### src/rtl/rr_switch_allocator_if.sv
// Switch-request / crossbar-select bundle between the input block, the
// allocator and the crossbar.
interface rr_switch_allocator_if #(
    parameter int PORT_NUM = 5,
    parameter int SEL_W    = $clog2(PORT_NUM)
);
    logic [PORT_NUM-1:0]            switch_request_i;
    logic [PORT_NUM-1:0][SEL_W-1:0] out_port_i;
    logic [PORT_NUM-1:0]            tail_i;
    logic [PORT_NUM-1:0]            on_off_i;
    logic [PORT_NUM-1:0]            valid_sel_o;
    logic [PORT_NUM-1:0][SEL_W-1:0] xb_sel_o;
    logic [PORT_NUM-1:0]            xb_valid_o;
    logic [PORT_NUM-1:0]            error_o;

    modport master (
        output switch_request_i, out_port_i, tail_i, on_off_i,
        input  valid_sel_o, xb_sel_o, xb_valid_o, error_o
    );

    modport slave (
        input  switch_request_i, out_port_i, tail_i, on_off_i,
        output valid_sel_o, xb_sel_o, xb_valid_o, error_o
    );
endinterface

### src/rtl/rr_switch_allocator.sv
// Round-robin wormhole switch allocator: one arbiter per output port, each
// holding its output for a whole packet once a head flit wins.
module rr_out_arb #(
    parameter int PORT_NUM = 5,
    parameter int SEL_W    = $clog2(PORT_NUM),
    parameter int OUT_IDX  = 0
) (
    input  logic                           clk,
    input  logic                           rst,
    input  logic [PORT_NUM-1:0]            req,
    input  logic [PORT_NUM-1:0][SEL_W-1:0] out_port,
    input  logic [PORT_NUM-1:0]            tail,
    input  logic                           on_off,
    input  logic [PORT_NUM-1:0]            blocked,
    output logic [PORT_NUM-1:0]            gnt,
    output logic                           xb_valid,
    output logic [SEL_W-1:0]               xb_sel,
    output logic [PORT_NUM-1:0]            lock_own,
    output logic                           err
);
    typedef enum logic {IDLE, LOCKED} mode_t;

    localparam logic [SEL_W-1:0] ME   = SEL_W'(OUT_IDX);
    localparam logic [SEL_W-1:0] LAST = SEL_W'(PORT_NUM - 1);

    mode_t             mode_q, mode_d;
    logic [SEL_W-1:0]  owner_q, owner_d, ptr_q, ptr_d, sel_q, sel_d;
    logic              err_q, err_d;
    logic [PORT_NUM-1:0] elig;
    logic              found;
    logic [SEL_W-1:0]  win, idx;
    int                c;

    always_ff @(posedge clk) begin
        if (!rst) begin
            mode_q  <= IDLE;
            owner_q <= '0;
            ptr_q   <= '0;
            sel_q   <= '0;
            err_q   <= 1'b0;
        end else begin
            mode_q  <= mode_d;
            owner_q <= owner_d;
            ptr_q   <= ptr_d;
            sel_q   <= sel_d;
            err_q   <= err_d;
        end
    end

    // Eligibility and the round-robin / locked winner search.
    always_comb begin
        elig  = '0;
        found = 1'b0;
        win   = owner_q;
        idx   = '0;
        c     = 0;
        for (int i = 0; i < PORT_NUM; i++)
            elig[i] = req[i] && (out_port[i] == ME) && on_off && !blocked[i];
        if (mode_q == LOCKED) begin
            found = elig[owner_q];
        end else begin
            for (int k = 0; k < PORT_NUM; k++) begin
                c   = (int'(ptr_q) + k) % PORT_NUM;
                idx = SEL_W'(c);
                if (!found && elig[idx]) begin
                    found = 1'b1;
                    win   = idx;
                end
            end
        end
    end

    always_comb begin
        mode_d  = mode_q;
        owner_d = owner_q;
        ptr_d   = ptr_q;
        sel_d   = sel_q;
        // An owner steering its packet elsewhere is a protocol violation.
        err_d   = err_q | ((mode_q == LOCKED) && req[owner_q] && (out_port[owner_q] != ME));
        if (xb_valid) begin
            sel_d = win;
            if (mode_q == IDLE) begin
                ptr_d = (win == LAST) ? '0 : win + 1'b1;
                if (!tail[win]) begin
                    mode_d  = LOCKED;
                    owner_d = win;
                end
            end else if (tail[win]) begin
                mode_d = IDLE;
            end
        end
    end

    always_comb begin
        gnt      = '0;
        xb_valid = rst && found;
        if (xb_valid)
            gnt[win] = 1'b1;
        xb_sel   = xb_valid ? win : sel_q;
        lock_own = '0;
        if (mode_q == LOCKED)
            lock_own[owner_q] = 1'b1;
        err      = err_q;
    end
endmodule

module rr_switch_allocator #(
    parameter int PORT_NUM = 5,
    parameter int SEL_W    = $clog2(PORT_NUM)
) (
    input  logic                  clk,
    input  logic                  rst,
    rr_switch_allocator_if.slave  sw
);
    logic [PORT_NUM-1:0][PORT_NUM-1:0] gnt, lock_own;
    logic [PORT_NUM-1:0]               blocked, xb_valid, err, vs;
    logic [PORT_NUM-1:0][SEL_W-1:0]    xb_sel;

    // A lock owner asking for another output must not win anywhere.
    always_comb begin
        blocked = '0;
        for (int i = 0; i < PORT_NUM; i++)
            for (int o = 0; o < PORT_NUM; o++)
                if (lock_own[o][i] && (sw.out_port_i[i] != SEL_W'(o)))
                    blocked[i] = 1'b1;
    end

    for (genvar o = 0; o < PORT_NUM; o++) begin : g_out
        rr_out_arb #(
            .PORT_NUM (PORT_NUM),
            .SEL_W    (SEL_W),
            .OUT_IDX  (o)
        ) u_arb (
            .clk      (clk),
            .rst      (rst),
            .req      (sw.switch_request_i),
            .out_port (sw.out_port_i),
            .tail     (sw.tail_i),
            .on_off   (sw.on_off_i[o]),
            .blocked  (blocked),
            .gnt      (gnt[o]),
            .xb_valid (xb_valid[o]),
            .xb_sel   (xb_sel[o]),
            .lock_own (lock_own[o]),
            .err      (err[o])
        );
    end

    always_comb begin
        vs = '0;
        for (int i = 0; i < PORT_NUM; i++)
            for (int o = 0; o < PORT_NUM; o++)
                vs[i] = vs[i] | gnt[o][i];
    end

    assign sw.valid_sel_o = vs;
    assign sw.xb_valid_o  = xb_valid;
    assign sw.xb_sel_o    = xb_sel;
    assign sw.error_o     = err;
endmodule

### src/flat_wrapper.sv
// flat-port wrapper written by rule: the top's interface ports become plain ports
module rr_switch_allocator_flat 
#(
    parameter int PORT_NUM = 5,
    parameter int SEL_W    = $clog2(PORT_NUM)
)
  (clk, rst, sw_switch_request_i, sw_out_port_i, sw_tail_i, sw_on_off_i, sw_valid_sel_o, sw_xb_sel_o, sw_xb_valid_o, sw_error_o);
  rr_switch_allocator_if #(.PORT_NUM(PORT_NUM), .SEL_W(SEL_W)) sw_i ();
  input  logic clk;
  input  logic rst;
  input wire logic [$bits(sw_i.switch_request_i)-1:0] sw_switch_request_i;
  input wire logic [$bits(sw_i.out_port_i)-1:0] sw_out_port_i;
  input wire logic [$bits(sw_i.tail_i)-1:0] sw_tail_i;
  input wire logic [$bits(sw_i.on_off_i)-1:0] sw_on_off_i;
  output wire logic [$bits(sw_i.valid_sel_o)-1:0] sw_valid_sel_o;
  output wire logic [$bits(sw_i.xb_sel_o)-1:0] sw_xb_sel_o;
  output wire logic [$bits(sw_i.xb_valid_o)-1:0] sw_xb_valid_o;
  output wire logic [$bits(sw_i.error_o)-1:0] sw_error_o;
  assign sw_i.switch_request_i = sw_switch_request_i;
  assign sw_i.out_port_i = sw_out_port_i;
  assign sw_i.tail_i = sw_tail_i;
  assign sw_i.on_off_i = sw_on_off_i;
  assign sw_valid_sel_o = sw_i.valid_sel_o;
  assign sw_xb_sel_o = sw_i.xb_sel_o;
  assign sw_xb_valid_o = sw_i.xb_valid_o;
  assign sw_error_o = sw_i.error_o;
  rr_switch_allocator #(.PORT_NUM(PORT_NUM), .SEL_W(SEL_W)) u_core (.clk(clk), .rst(rst), .sw(sw_i));
endmodule
### config.mk
export PLATFORM = sky130hd
export DESIGN_NAME = rr_switch_allocator_flat
export DESIGN_NICKNAME = d
export VERILOG_FILES = /design/src/rtl/rr_switch_allocator_if.sv /design/src/rtl/rr_switch_allocator.sv /design/src/flat_wrapper.sv
export SDC_FILE = /design/constraint.sdc
export NUM_CORES = 1
export LEC_CHECK = 0
export CORE_MARGIN = 2
export CORE_UTILIZATION = 55
export CTS_CLUSTER_DIAMETER = 30
export CTS_CLUSTER_SIZE = 20
export DETAILED_ROUTE_END_ITERATION = 8
export GPL_TIMING_DRIVEN = 0
export PLACE_DENSITY = 0.74
export SYNTH_ARGS = -nofsm -noshare
export SYNTH_HDL_FRONTEND = slang
export SYNTH_SLANG_ARGS = --single-unit
export TNS_END_PERCENT = 100
### constraint.sdc
create_clock -name clk -period 6.7 [get_ports clk]
set_input_delay 1.005 -clock clk [delete_from_list [all_inputs] [get_ports clk]]
set_output_delay 1.005 -clock clk [all_outputs]
set_load 0.02 [all_outputs]
==> qor.txt <==
outcome - finished with violations
violated checks - negative setup slack
ranking of synthesized cells by area - ha_1 10%, dfxtp_1 8.5%, mux2i_1 4.6%, nor2_1 4.3%, nand2_1 4.0%
first-pass GRT wire length - 71.8 mm
setup slack, reg-to-reg - 0.86 ns
antenna-violating nets left - 0
DR vias/cell - 6.83
Worst-path clk slew - 0.09 ns
final critical-path setup slack - -0.0651 ns
kind of critical path - input pin to output pin
Worst-Skew Late Latency - 0.32 ns
Synth cell types - 132
total CTS buffers - 5
first-pass iteration count of the detailed router - 6
r2r worst-path depth - 26
cell area power density - 473 nW/µm²
largest net degree at the start of global routing - 17
most frequent cells in the layout - 140 x nor2_1, 138 x nand2_1, 96 x a21oi_1, 94 x ha_1, 88 x buf_4
Worst-Margin Slew - 1.17 ns
Core ar. - 23300 µm²
M1 wire length - 19.2 mm
Tot GR Track Use - 35.8%
# H-tree levels - 2
CTS max path bufs - 2
Clock Skews - 0.0121 ns
RR Endpoint - u_core.g_out[0].u_arb.owner_q[2]
min-delay src - u_core.g_out[0].u_arb.err
CP Launch Type - input pin
# DRC - 0
most common cell after layout, fill and taps aside - nor2_1
Row Count - 56
RSZ-0062 raised after global routing - true
Lkg Pwr - 6.23 nW
Synth area leader - ha_1
Area Growth Syn to Fin - 19.8%
die area - 24800 µm²
final slew viol count - 0
dominant synthesized flop cell - dfxtp_1
final total power - 7.36 mW
met3 wire len - 5.03 mm
total clock sinks - 55
cell count after synthesis - 1798
IO Count - 62
Port Buffers - 56
Final nets - 2066
antenna violations before repair - 1
async set-reset flop share out of synthesis - 0%
drt wl/cell - 21.0 µm
DR iter-0 viols - 1892
Tightest Hold Check Type - flip-flop to flip-flop
CP Data Arrival Time - 5.76 ns
CTS Root Cell - clkbuf_16
Post-synth EDFFs - 0
mean post-synth cell area - 7.22 µm²
Worst VDD drop - 0.000373 V
max-cap violations - 0
setup TNS - -0.109 ns
minimum clock period - 6.77 ns
hold_buf cts - 0
Hold Vio Cnt, Final - 0
Critical R2R Launch - u_core.g_out[0].u_arb.ptr_q[0]
Max transition margin - 21.5%
Final Util - 66.7%
flip-flop and latch count after synthesis - 55
syn_nets - 1937
WHS Endpoint - u_core.g_out[0].u_arb.err
Critical Path Sink Type - output pin
Die X - 158 µm
sequential fraction of the synthesis area - 8.48%
YS warnings - 0
fmax - 148 MHz
highest metal used - met4
met2 routed WL - 20.8 mm
grt ovf - 0
CP max FO - 9
share of layout cells above drive strength 1 - 19.6%
routability cong. - 1.03
Starting Density - 55.6%
CTS tree - yes
overall routed net length - 47.3 mm
Required @ worst endpoint - 5.69 ns
mapped cell area - 13000 µm²
dpl hpwl - 35.2 mm
DR vias - 15.4k
vias in the first global route - 13.7k
Synth top area share - 10.1%
Final Cycle Share - 101%
Hold Crit Depth - 2
DIE HEIGHT - 158 µm
Final setup viols - 2
==> layer usage <==
metal  vias up  track usage, %
met3       186            6.90
met5         -               0
met2       872            57.4
li1       7108               -
met1      7192            46.8
met4         0            14.8
==> stage by stage <==
stage          cell area, µm²  cells  hold WS, ns  worst slack, ns
6_report                15600   2248        0.491          -0.0651
5_1_grt                 15600   2247        0.531           -0.148
4_1_cts                 14700   2198        0.492           -0.243
3_5_place_dp            13900   2173        0.471            -1.43
3_3_place_gp            13900   2173        0.452            -1.36
2_1_floorplan           13000   1798        0.438            0.396
==> layout make-up <==
type	count	area, µm²
Tap cell	319	399
Antenna cell	1	2.50
Timing Repair Buffer	124	1050
Inverter	103	420
Buffer	90	520
Sequential cell	55	1140
Multi-Input combinational cell	1548	11800
Clock inverter	2	60.1
Fill cell	2105	7780
Clock buffer	6	129
==> power by group <==
part	leakage [nW]	internal, mW	total (mW)	switching (mW)
logic	5.68	2.70	6.46	3.76
clock network	0.0911	0.215	0.359	0.143
registers	0.455	0.425	0.540	0.115
total	6.23	3.34	7.36	4.02
==> kinds of logic after synthesis <==
| family | share of synthesized area [%] |
|---|---|
| AO/OA/AOI/OAI | 32.3 |
| multiplexers | 6.91 |
| AND/OR/NAND/NOR | 32.1 |
| flip-flops | 8.48 |
| buffers and inverters | 6.51 |
| XOR/XNOR | 3.30 |
| adder cells (fa/ha/maj) | 10.4 |
==> cells in the mapped netlist, types with 32 or more instances <==
cell,instances
or3_1,32
and2_1,39
mux2i_1,60
clkbuf_1,40
a31oi_1,33
nand2_1,138
nand3_1,56
a21oi_1,99
nor2_1,147
o21ai_0,69
dfxtp_1,55
ha_1,105
nand2b_1,45
xnor2_1,43
nor2b_1,33
inv_1,91
nor3_1,62
a21o_1,34
==> repair_timing <==
action / in CTS / in global routing
gates cloned: 0 / 0
gates resized for setup: 134 / 127
pin swaps: 12 / 38
setup buffers: 18 / 50
setup endpoints to repair: 37 / 24
==> sequential cells by signal (all words and copies together) (netlist names) <==
register                    cells
u_core.g_out.u_arb.ptr_q       15
u_core.g_out.u_arb.err          5
u_core.g_out.u_arb.mode_q       5
u_core.g_out.u_arb.owner_q     15
u_core.g_out.u_arb.sel_q       15
==> worst max-delay path, cell delays in order <==
cell,delay [ns]
clkdlybuf4s50_1,0.72
nor3b_1,0.16
nor3_1,0.62
nor3_1,0.29
nor3b_1,0.22
a311o_1,0.43
or4_1,0.61
or3_1,0.36
a32oi_2,0.27
a21bo_1,0.16
buf_6,0.14
nor2_1,0.10
a221oi_1,0.29
nand2_1,0.17
clkbuf_2,0.19
==> how the worst max path moves through the flow <==
| stage | startpoint | to | slack [ns] | depth (start not counted) |
|---|---|---|---|---|
| after floorplan | u_core.g_out[2].u_arb.ptr_q[0] | sw_valid_sel_o[1] | 0.40 | 20 |
| after global placement | u_core.g_out[2].u_arb.ptr_q[0] | sw_valid_sel_o[1] | -1.36 | 21 |
| after detailed placement | u_core.g_out[2].u_arb.ptr_q[0] | sw_valid_sel_o[1] | -1.43 | 21 |
| after CTS | u_core.g_out[4].u_arb.ptr_q[0] | sw_valid_sel_o[1] | -0.24 | 24 |
| after global routing | u_core.g_out[4].u_arb.ptr_q[0] | sw_valid_sel_o[1] | -0.15 | 24 |
| final | sw_out_port_i[4] | sw_valid_sel_o[1] | -0.07 | 15 |
Note: power is estimated with default switching activity, not from simulation.
